### src/rtl/pipelinereg_elastic_pkg.sv
// Shared types and helpers for the elastic pipeline register.
// Both the stage and the top level import this package.
package pipelinereg_elastic_pkg;

  // Decision a single stage takes at the next clock edge.
  typedef enum logic [1:0] {
    ST_HOLD  = 2'd0,
    ST_LOAD  = 2'd1,
    ST_DRAIN = 2'd2,
    ST_FLUSH = 2'd3
  } stage_op_e;

  // Width of a counter that holds the values 0..depth.
  function automatic int occ_width(input int depth);
    return (depth < 1) ? 1 : $clog2(depth + 1);
  endfunction

endpackage : pipelinereg_elastic_pkg

### src/rtl/pipelinereg_elastic_stage.sv
// One elastic register slot: a valid bit plus a data word. The top level
// computes the ready chain and hands each stage its own ready.
module pipelinereg_elastic_stage
  import pipelinereg_elastic_pkg::*;
#(
  parameter int               WIDTH     = 32,
  parameter logic [WIDTH-1:0] RESET_VAL = '0
) (
  input  logic             CLK,
  input  logic             RST,
  input  logic             flush,
  input  logic             up_valid,
  input  logic [WIDTH-1:0] up_data,
  input  logic             ready,
  output logic             v,
  output logic [WIDTH-1:0] d
);

  logic             v_q, v_d;
  logic [WIDTH-1:0] d_q, d_d;
  stage_op_e        op;

  // Flush outranks every transfer; a ready stage with no upstream data drains.
  always_comb begin
    op = ST_HOLD;
    if (flush)      op = ST_FLUSH;
    else if (ready) op = up_valid ? ST_LOAD : ST_DRAIN;
  end

  // NOTE: every output of a combinational block gets a default first so no
  // path through the case can leave it unassigned and infer a latch.
  always_comb begin
    v_d = v_q;
    d_d = d_q;
    unique case (op)
      ST_HOLD:  ;
      ST_LOAD: begin
        v_d = 1'b1;
        d_d = up_data;
      end
      ST_DRAIN: v_d = 1'b0;
      ST_FLUSH: v_d = 1'b0;
    endcase
  end

  // NOTE: state registers use non-blocking assignments so every stage samples
  // its neighbour's pre-edge value; the data word is reset as well because its
  // value on reset is visible at out_data.
  always_ff @(posedge CLK or posedge RST) begin
    if (RST) begin
      v_q <= 1'b0;
      d_q <= RESET_VAL;
    end else begin
      v_q <= v_d;
      d_q <= d_d;
    end
  end

  assign v = v_q;
  assign d = d_q;

endmodule : pipelinereg_elastic_stage

### src/rtl/pipelinereg_elastic.sv
// Elastic pipeline register: DEPTH valid/data stages with a valid/ready
// handshake on both ends, bubble collapsing and synchronous flush.
module pipelinereg_elastic
  import pipelinereg_elastic_pkg::*;
#(
  parameter int               WIDTH     = 32,
  parameter int               DEPTH     = 2,
  parameter logic [WIDTH-1:0] RESET_VAL = '0
) (
  input  logic                        CLK,
  input  logic                        RST,
  input  logic                        in_valid,
  input  logic [WIDTH-1:0]            in_data,
  output logic                        in_ready,
  output logic                        out_valid,
  output logic [WIDTH-1:0]            out_data,
  input  logic                        out_ready,
  input  logic                        flush,
  output logic [occ_width(DEPTH)-1:0] occupancy
);

  localparam int OCC_W = occ_width(DEPTH);

  logic [DEPTH-1:0] v;
  logic [WIDTH-1:0] d [DEPTH];
  logic [DEPTH:0]   r;
  logic [DEPTH-1:0] up_v;
  logic [WIDTH-1:0] up_d [DEPTH];

  // Ready ripples back from the output; a stage is ready if empty or if the
  // stage after it is ready.
  always_comb begin
    r[DEPTH] = out_ready;
    for (int i = DEPTH - 1; i >= 0; i--) begin
      r[i] = !v[i] | r[i+1];
    end
  end

  assign in_ready = r[0] & !flush;

  always_comb begin
    up_v[0] = in_valid & in_ready;
    up_d[0] = in_data;
    for (int i = 1; i < DEPTH; i++) begin
      up_v[i] = v[i-1];
      up_d[i] = d[i-1];
    end
  end

  for (genvar i = 0; i < DEPTH; i++) begin : g_stage
    pipelinereg_elastic_stage #(
      .WIDTH    (WIDTH),
      .RESET_VAL(RESET_VAL)
    ) u_stage (
      .CLK     (CLK),
      .RST     (RST),
      .flush   (flush),
      .up_valid(up_v[i]),
      .up_data (up_d[i]),
      .ready   (r[i]),
      .v       (v[i]),
      .d       (d[i])
    );
  end

  // The flush cycle must not complete an output handshake.
  assign out_valid = v[DEPTH-1] & !flush;
  assign out_data  = d[DEPTH-1];

  // Shifts between stages never change the count; only the two ends do.
  logic             accept, emit;
  logic [OCC_W-1:0] occupancy_q, occupancy_d;

  assign accept = in_valid & in_ready;
  assign emit   = out_valid & out_ready;

  always_comb begin
    occupancy_d = occupancy_q;
    if (flush)              occupancy_d = '0;
    else if (accept & !emit) occupancy_d = occupancy_q + OCC_W'(1);
    else if (emit & !accept) occupancy_d = occupancy_q - OCC_W'(1);
  end

  always_ff @(posedge CLK or posedge RST) begin
    if (RST) occupancy_q <= '0;
    else     occupancy_q <= occupancy_d;
  end

  assign occupancy = occupancy_q;

endmodule : pipelinereg_elastic

### config.mk
export PLATFORM = sky130hd
export DESIGN_NAME = pipelinereg_elastic
export DESIGN_NICKNAME = d
export VERILOG_FILES = /design/src/rtl/pipelinereg_elastic_pkg.sv /design/src/rtl/pipelinereg_elastic_stage.sv /design/src/rtl/pipelinereg_elastic.sv
export SDC_FILE = /design/constraint.sdc
export NUM_CORES = 1
export LEC_CHECK = 0
export ABC_AREA = 1
export CAP_MARGIN = 20
export CORE_MARGIN = 4
export CORE_UTILIZATION = 44
export CTS_CLUSTER_DIAMETER = 50
export DETAILED_ROUTE_END_ITERATION = 12
export GPL_TIMING_DRIVEN = 0
export MAX_ROUTING_LAYER = met4
export PLACE_DENSITY = 0.78
export SYNTH_ARGS = -nofsm -noshare
export SYNTH_HDL_FRONTEND = slang
export SYNTH_HIERARCHICAL = 1
export SYNTH_SLANG_ARGS = --single-unit
export TNS_END_PERCENT = 30
### constraint.sdc
create_clock -name CLK -period 1.5 [get_ports CLK]
set_clock_uncertainty 0.15 [all_clocks]
set_input_delay 0.15 -clock CLK [delete_from_list [all_inputs] [get_ports CLK]]
set_output_delay 0.15 -clock CLK [all_outputs]
set_load 0.01 [all_outputs]
==> summary.md <==
| Metric | Value |
|---|---|
| Area Growth Syn to Fin | `46.2%` |
| Final WS setup | `-33.7 ps` |
| CP startpoint kind | `flop` |
| Mapped Area | `0.00299 mm²` |
| PD cells | `1170 mW/mm²` |
| Die height | `90.5 µm` |
| Ratio of cells with drive above 1 in the final layout | `26.7%` |
| PnR Total Power | `5.12 mW` |
| First-iteration detailed-routing DRC count | `151` |
| Maximum vdd drop | `0.585 mV` |
| CP peak stage delay | `430 ps` |
| Vias in the first global route | `2633` |
| Commonest cells after routing, fill and taps aside | `102 x nand2_1, 67 x dfrtp_1, 64 x nand4_1` |
| Slew margin rel. | `46.4%` |
| Die width | `90.5 µm` |
| H-tree depth | `3` |
| Mapped Nets | `365` |
| DIE AREA | `0.00819 mm²` |
| Synthesized flop and latch total | `68` |
| CTS tree | `yes` |
| DR vias/cell | `5.42` |
| CTS Root Cell | `clkbuf_8` |
| Antenna-violating nets left | `0` |
| Max-cap check violation count | `0` |
| Post-Syn Area per Cell | `9.12 µm²` |
| Synth Warn # | `6` |
| Commonest non-fill, non-tap cell in the layout | `nand2_1` |
| Routed WL | `8.22 mm` |
| Clk Latency, worst-skew pair | `340 ps` |
| CTS Buf Count | `9` |
| Fmax | `652 MHz` |
| CP Buf/Inv Count | `4` |
| Core ar. | `0.00646 mm²` |
| Unrepaired setup endpoints after global routing | `true` |
| Fin nets | `466` |
| WL/cell | `16.1 µm` |
| Min Tclk post-route | `1530 ps` |
| Num ports | `73` |
| Pin count of the biggest net entering global routing | `19` |
| Crit-path max FO | `7` |
| Cells after Synth | `328` |
| Tcrit/Tclk final | `102%` |
| WP data required | `1580 ps` |
| Critical path type | `reg2reg` |
| Status | `complete, but fails checks` |
| Synth cell types | `17` |
| Critical Path Sink Type | `flop` |
| GPL Wtd Cong | `0.890` |
| Pre-antenna DRT Iters | `5` |
| Worst Hold Class | `in2async` |
| Max clock buf depth | `2` |
| Initial antenna violation count | `0` |
| Worst-Margin Slew | `803 ps` |
| Port Buf Inserts | `72` |
| Final TNS setup | `-383 ps` |
| Final setup violation count | `26` |
| Final hold violation count | `0` |
| Critical Path AT | `1620 ps` |
| All-Layer GR Usage | `20.1%` |
| Antenna cells | `0` |
| Reg clk slew, reported paths | `70 ps` |
| Vias | `2769` |
| First-pass GRT wire length | `12.7 mm` |
| Starting Density | `46.3%` |
| Slew Viols, Final | `0` |
| Most frequent CP cell | `buf_6` |
| Sequential area share after synthesis | `56.9%` |
| Rows | `29` |
| Static leakage | `2.30 nW` |
| # DRC | `0` |
| Total gr overflow | `0` |
| Delay-heaviest family, CP | `buffers and inverters` |
| Failing checks | `negative setup slack` |
| Worst-path cell chain | `buf_6 > buf_6 > nand2_4 > buf_6 > nand3_2 > buf_6 > nand2_1 > nand2_1` |
| Dpl hpwl | `5.41 mm` |
| Slowest-stage cell, CP | `dfrtp_2` |
| CTS sink cnt | `68` |
[layer usage]
metal	global-route usage [%]	vias to the layer above	wire [µm]
met1	24.5	1318	3390
met2	32.3	122	4140
met5	-	-	0
met4	9.57	0	189
li1	-	1313	-
met3	3.83	16	499
[timing repair]
| action | 4_1_cts | 5_1_grt |
|---|---|---|
| pin swaps | 2 | 2 |
| hold endpoints to repair | 2 | 0 |
| cloned | 1 | 6 |
| setup buffers | 3 | 6 |
| hold buffers | 1 | 0 |
| setup endpoints to repair | 69 | 62 |
| gates resized for setup | 50 | 66 |
[sequential cells by signal, indices dropped and copies added (netlist names)]
register,cells
g_stage.u_stage/d,64
g_stage.u_stage/v,2
occupancy,2
[area by class of cell]
type,instances,area (µm²)
fill,500,2080
sequential,68,1700
multi-input combinational,221,1200
timing repair buffer,90,905
buffer,27,203
clock buffer,13,179
tap,77,96.3
inverter,12,50.0
clock inverter,3,42.5
[per-stage QoR]
| stage | hold slack [ps] | worst slack (ps) | instances | area [µm²] | util, % |
|---|---|---|---|---|---|
| floorplan | -259 | 99.5 | 328 | 2990 | - |
| global placement | 219 | -393 | 477 | 3810 | 59.0 |
| detailed placement | 245 | -424 | 479 | 3860 | 59.8 |
| CTS | 164 | 1.28 | 500 | 4090 | 63.3 |
| global route | 219 | -66.6 | 511 | 4370 | 67.7 |
| finish | 152 | -33.7 | 511 | 4370 | 67.7 |
[worst paths after layout]
path | endpoint | cells past startpoint | start | slack [ps]
worst max-delay path | g_stage[1].u_stage/d[30]$_DFFE_PP0N_ | 8 | g_stage[1].u_stage/v$_DFFE_PP0P_ | -30
worst min-delay path | g_stage[0].u_stage/d[7]$_DFFE_PP0N_ | 2 | RST | 150
worst max register to register | g_stage[1].u_stage/d[30]$_DFFE_PP0N_ | 8 | g_stage[1].u_stage/v$_DFFE_PP0P_ | -30
worst min register to register | g_stage[1].u_stage/d[20]$_DFFE_PP0N_ | 2 | g_stage[1].u_stage/d[20]$_DFFE_PP0N_ | 320
max in group asynchronous | g_stage[1].u_stage/v$_DFFE_PP0P_ | 3 | RST | 460
min in group CLK | g_stage[0].u_stage/d[28]$_DFFE_PP0N_ | 3 | in_data[28] | 210
[cells by family (layout without fill, tap and decap cells)]
logic type	count (synthesis)	after routing	share of synthesized area, %
AOI/OAI and AO/OA	2	2	0.460
xor gates and xnor gates	1	1	0.293
buffers and inverters	40	145	7.78
DFF	68	68	56.9
and+or+nand+nor	217	218	34.6
[where the power goes]
part / switching (mW) / internal [mW] / total (mW)
Sequential: 0.224 / 2.18 / 2.40
Clock: 0.683 / 0.947 / 1.63
Combinational: 0.549 / 0.542 / 1.09
[cells in the mapped netlist]
master | number | area, µm²
buf_2 | 18 | 90.1
dfrtp_1 | 68 | 1700
nand2_1 | 141 | 529
nand3_2 | 3 | 30.0
o21ai_0 | 1 | 5.00
nand3_4 | 2 | 35.0
nor2_1 | 3 | 11.3
nand4_1 | 64 | 400
inv_1 | 9 | 33.8
nand3b_1 | 1 | 7.51
nand4_2 | 1 | 12.5
buf_4 | 4 | 30.0
inv_2 | 3 | 11.3
xnor2_1 | 1 | 8.76
nand3_1 | 2 | 10.0
a21oi_2 | 1 | 8.76
buf_6 | 6 | 67.6
No activity file was read; power rests on OpenSTA's default activity.
